### src/rtl/fakeram_arb_pkg.sv
// fakeram_arb_pkg: shared constants, state enum and requester index type for the fakeram arbiter
package fakeram_arb_pkg;
  localparam int RAM_ADDR_WIDTH = 8;
  localparam int RAM_BITS = 64;
  typedef enum logic {ARB, LOCKED} state_t;
  typedef logic [$clog2(4)-1:0] req_idx_t;
endpackage

### src/rtl/fakeram_256x64_arb_rr_pick.sv
// rr_pick: combinational round-robin picker; first set req bit at or above ptr (with wrap) -> one-hot gnt and idx
module rr_pick
  import fakeram_arb_pkg::*;
#(
  parameter int N = 2
) (
  input  logic [N-1:0] req,
  input  req_idx_t     ptr,
  output logic [N-1:0] gnt,
  output req_idx_t     idx
);
  logic [2*N-1:0] req_rot;
  logic [2*N-1:0] gnt_rot;
  logic [N-1:0] pos;
  assign req_rot = {req, req} >> ptr;
  assign gnt_rot = {pos, pos} << ptr;
  assign gnt = gnt_rot[2*N-1:N];
  always_comb begin
    pos = '0;
    idx = '0;
    for (int i = N - 1; i >= 0; i--) begin
      if (req_rot[i]) begin
        pos = N'(1) << i;
        idx = req_idx_t'((int'(ptr) + i) % N);
      end
    end
  end
endmodule

### src/rtl/fakeram_256x64_arb.sv
// fakeram_256x64_arb: round-robin arbiter with lock that shares one 256x64 OR-write macro among NUM_REQ requesters
// Ports: clk/rst (async active-high); req_* per-requester packed request fields and one-hot req_ready;
// rsp_valid one-cycle response pulse per requester, rsp_rd shared read data; ram_* drive the macro pins.
module fakeram_256x64_arb
  import fakeram_arb_pkg::*;
#(
  parameter int NUM_REQ = 2,
  parameter int ADDR_WIDTH = RAM_ADDR_WIDTH,
  parameter int BITS = RAM_BITS
) (
  input  logic                         clk,
  input  logic                         rst,
  input  logic [NUM_REQ-1:0]           req_valid,
  output logic [NUM_REQ-1:0]           req_ready,
  input  logic [NUM_REQ-1:0]           req_we,
  input  logic [NUM_REQ-1:0]           req_lock,
  input  logic [NUM_REQ*ADDR_WIDTH-1:0] req_addr,
  input  logic [NUM_REQ*BITS-1:0]      req_wd,
  output logic [NUM_REQ-1:0]           rsp_valid,
  output logic [BITS-1:0]              rsp_rd,
  output logic                         ram_ce,
  output logic                         ram_we,
  output logic [ADDR_WIDTH-1:0]        ram_addr,
  output logic [BITS-1:0]              ram_wd,
  input  logic [BITS-1:0]              ram_rd
);
  state_t state, state_nxt;
  req_idx_t owner, owner_nxt, rr_ptr, ptr_nxt, pick_ptr, gi;
  logic [NUM_REQ-1:0] pick_req, gnt, grant;
  logic lock_sel;
  function automatic req_idx_t inc(input req_idx_t x);
    return req_idx_t'((int'(x) + 1) % NUM_REQ);
  endfunction
  // while locked only the owner is visible to the picker, so others never see ready
  assign pick_req = state == LOCKED ? req_valid & (NUM_REQ'(1) << owner) : req_valid;
  assign pick_ptr = state == LOCKED ? owner : rr_ptr;
  rr_pick #(.N(NUM_REQ)) u_pick (.req(pick_req), .ptr(pick_ptr), .gnt(gnt), .idx(gi));
  assign grant = rst ? '0 : gnt;
  assign req_ready = grant;
  assign ram_ce = |grant;
  assign rsp_rd = ram_rd;
  // fields are muxed by the one-hot grant so idle cycles drive clean zeros to the macro
  always_comb begin
    ram_we = 1'b0;
    ram_addr = '0;
    ram_wd = '0;
    lock_sel = 1'b0;
    for (int i = 0; i < NUM_REQ; i++) begin
      if (grant[i]) begin
        ram_we = req_we[i];
        ram_addr = req_addr[i*ADDR_WIDTH +: ADDR_WIDTH];
        ram_wd = req_wd[i*BITS +: BITS];
        lock_sel = req_lock[i];
      end
    end
  end
  always_comb begin
    state_nxt = state;
    owner_nxt = owner;
    ptr_nxt = rr_ptr;
    if (ram_ce && state == ARB) begin
      state_nxt = lock_sel ? LOCKED : ARB;
      owner_nxt = lock_sel ? gi : owner;
      ptr_nxt = lock_sel ? rr_ptr : inc(gi);
    end else if (ram_ce && !lock_sel) begin
      state_nxt = ARB;
      ptr_nxt = inc(owner);
    end
  end
  always_ff @(posedge clk or posedge rst) begin
    if (rst) begin
      state <= ARB;
      owner <= '0;
      rr_ptr <= '0;
      rsp_valid <= '0;
    end else begin
      state <= state_nxt;
      owner <= owner_nxt;
      rr_ptr <= ptr_nxt;
      rsp_valid <= grant;
    end
  end
endmodule

### config.mk
export PLATFORM = sky130hd
export DESIGN_NAME = fakeram_256x64_arb
export DESIGN_NICKNAME = d
export VERILOG_FILES = /design/src/rtl/fakeram_arb_pkg.sv /design/src/rtl/fakeram_256x64_arb_rr_pick.sv /design/src/rtl/fakeram_256x64_arb.sv
export SDC_FILE = /design/constraint.sdc
export NUM_CORES = 1
export LEC_CHECK = 0
export CAP_MARGIN = 20
export CORE_AREA = 2 2 137 139
export CTS_CLUSTER_SIZE = 12
export DETAILED_ROUTE_END_ITERATION = 16
export DIE_AREA = 0 0 139 141
export HOLD_SLACK_MARGIN = 0.08
export PLACE_DENSITY = 0.51
export SYNTH_ARGS = -nofsm -noshare
export SYNTH_HDL_FRONTEND = slang
export SYNTH_SLANG_ARGS = --single-unit
### constraint.sdc
create_clock -name clk -period 4.7 [get_ports clk]
set_clock_uncertainty 0.1 [all_clocks]
set_input_delay 0.705 -clock clk [delete_from_list [all_inputs] [get_ports clk]]
set_output_delay 0.705 -clock clk [all_outputs]
set_load 0.02 [all_outputs]
==> summary.md <==
| Metric | Value |
|---|---|
| Final RePlAce weighted congestion | `0.856` |
| Cts repair resizes | `0` |
| Worst EP required | `3.89 ns` |
| Die Wd | `139 µm` |
| Max rail drop VDD | `0.000139 V` |
| WS Path Type | `input port to output port` |
| Worst r2r src | `state$_DFFE_PP0P_` |
| Port Buf Inserts | `229` |
| Run status | `complete, no violations` |
| Seq/Total Area, Yosys | `0.0836` |
| Clock insertion delay at the later pin of the skew report | `0.23 ns` |
| Initial DRC Count | `49` |
| Row count | `50` |
| CTS max path bufs | `2` |
| Clock Sinks | `5` |
| Final period utilization | `0.782` |
| Global-route wire length before repair | `13500 µm` |
| Starting Density | `0.0819` |
| FILL cells | `2019` |
| R2r worst-path depth | `4` |
| Fin cells | `569` |
| CP startpoint | `req_valid[0]` |
| Mux cell area share after synthesis | `0` |
| FMAX | `272 MHz` |
| Hold_buf cts | `0` |
| H-tree levels | `1` |
| Final setup TNS | `0 ns` |
| # setup viols final | `0` |
| Dominant synthesized flop cell | `dfrtp_1` |
| RSZ-0062 raised after global routing | `false` |
| Placed wire-length estimate after detailed placement | `8340 µm` |
| Antenna Nets Post-Route | `0` |
| DR pass1 iterations | `4` |
| Synth Area in Adders | `0` |
| Minimum clock period | `3.68 ns` |
| Post-synthesis xor/xnor area fraction | `0` |
| Synth top area cells | `a22o_1 (43%), buf_4 (38%), dfrtp_1 (8.4%), buf_2 (1.3%), nand2b_1 (0.84%)` |
| Hold Vio Cnt, Final | `0` |
| Headroom to the max-slew limit | `0.724` |
| DIE AREA | `0.0196 mm²` |
| Synth unique cells | `21` |
| Asr flop ratio synth | `1.00` |
| Wirelength per Cell | `17.2 µm` |
| Final WL | `9810 µm` |
| Post-synth design cell area | `0.00150 mm²` |
| Die height | `141 µm` |
| Power Density | `290 mW/mm²` |
| Placed cell count | `564` |
| LEAKAGE | `1.31 nW` |
| Main combinational cell family by area after synthesis | `compound AO/OA/AOI/OAI gates` |
| Critical path arrival | `2.87 ns` |
| # DRC | `0` |
| Layout Nets | `551` |
| Yosys top cell area share | `0.427` |
| Syn_nets | `395` |
| Overall power | `1.05 mW` |
| GRT Util Overall | `0.0899` |
| Worst Setup EP | `ram_we` |
| Synth Area in Simple Gates | `0.0619` |
| Most frequent cell after synthesis | `buf_4` |
| Layout cells sized above 1 | `0.0240` |
| P&R area growth vs syn | `142%` |
| R2r endpoint | `owner[0]$_DFFE_PP0P_` |
| Area leader, netlist | `a22o_1` |
| Final Max Tran Viols | `0` |
| Vias in the first global route | `2160` |
| EDFF count, synth | `0` |
| Synth Area in Compound Gates | `0.447` |
| Post-CTS setup buffer count | `0` |
| Synth Register Bits | `5` |
| Core ar. | `0.0183 mm²` |
| Via density | `3.66` |
| Startpoint types | `input port` |
| Crit. End Element | `output port` |
| Clock root buffer | `clkbuf_16` |
| YS warnings | `0` |
| Antenna violations before repair | `2` |
| CP Max Fanout | `75` |
| Core Util, Final | `0.198` |
| Worst reg-to-reg setup slack | `3.09 ns` |
| Slew @ Worst Pin | `0.411 ns` |
| Vias | `2080` |
| Cells after Synth | `179` |
| IO Count | `358` |
| Post-synth top cells | `buf_4 (75), a22o_1 (73), dfrtp_1 (5), buf_2 (4), inv_1 (3)` |
| Syn Area/Cell | `8.36 µm²` |
| Type of the most critical hold path | `register to register` |
| Grt total ovfl | `0` |
| Reg clk slew, reported paths | `0.03 ns` |
| CTS tree | `yes` |
| Cts bufs inserted | `3` |
| Pin count of the biggest net entering global routing | `78` |
| Max-Cap Viols | `0` |
==> cell families (layout without fill, tap and decap cells) <==
kind of cell,count (synthesis),after routing
buffers and inverters,84,239
flip-flops,5,5
AND/OR/NAND/NOR,13,13
other,0,1
AO/OA/AOI/OAI,77,77
==> power breakdown <==
part	internal, mW	switching (mW)	leakage [nW]	total, mW
Sequential	0.0594	0.0168	0.0613	0.0762
Clock	0.112	0.0255	0.0382	0.138
Combinational	0.449	0.387	1.21	0.836
Total	0.620	0.430	1.31	1.05
==> worst min-delay path by stage <==
stage                    startpoint              endpoint  cells past startpoint
4_1_cts        owner[0]$_DFFE_PP0P_  owner[0]$_DFFE_PP0P_                      1
5_1_grt        owner[0]$_DFFE_PP0P_  owner[0]$_DFFE_PP0P_                      1
3_5_place_dp   owner[0]$_DFFE_PP0P_  owner[0]$_DFFE_PP0P_                      1
6_report       owner[0]$_DFFE_PP0P_  owner[0]$_DFFE_PP0P_                      1
2_1_floorplan                   rst  owner[0]$_DFFE_PP0P_                      1
3_3_place_gp   owner[0]$_DFFE_PP0P_  owner[0]$_DFFE_PP0P_                      1
==> stage by stage <==
| stage | area (µm²) | setup WS [ns] | hold WS (ns) |
|---|---|---|---|
| final | 3610 | 1.02 | 0.463 |
| after detailed placement | 3530 | 1.01 | 0.460 |
| after CTS | 3610 | 1.01 | 0.467 |
| after global placement | 3530 | 1.06 | 0.452 |
| after floorplan | 1500 | 2.22 | 0.384 |
| after global routing | 3610 | 0.898 | 0.505 |
==> sequential cells by signal, indices dropped and copies added (netlist names) <==
name / cells
rr_ptr: 1
owner: 1
rsp_valid: 2
state: 1
==> placed cells by master (no fill, tap or decap), drive strengths merged <==
cell type,netlist,layout
nor4,1,1
dfrtp,5,5
clkbuf,0,4
a211o,1,1
nor3,1,1
clkdlybuf4s50,0,229
nor2b,2,2
a21oi,1,1
nand2,1,1
a22o,73,73
nand2b,2,2
buf,80,2
nand3,1,1
a32o,1,1
nand3b,1,1
nand4,2,2
inv,4,4
nor3b,1,1
diode,0,1
nor4bb,1,1
o22ai,1,1
==> per-layer routing <==
metal / global-route usage / vias up / share of wire / wire (µm)
met5: 0 / - / 0.0013 / 13
met4: 0.0191 / 2 / 0.015 / 145
met3: 0.0472 / 10 / 0.14 / 1360
met2: 0.183 / 208 / 0.54 / 5250
met1: 0.0770 / 928 / 0.31 / 3030
li1: - / 932 / - / -
==> area by class of cell <==
class	count	area (µm²)	share of cell area
Timing Repair Buffer	231	2330	0.645
Multi-Input combinational cell	90	768	0.213
Tap cell	234	293	0.0810
Sequential cell	5	125	0.0346
Clock buffer	4	78.8	0.0218
Inverter	4	15.0	0.00415
Antenna cell	1	2.50	0.000692
==> worst max-delay path, stage by stage <==
cell and delay [ns]:
clkdlybuf4s50_1 0.48, nor2b_1 0.24, nand3_1 0.18, inv_2 0.10
buf_12 0.30, a22o_1 0.19, clkdlybuf4s50_1 0.66
Power figures use the tool's default switching activity.
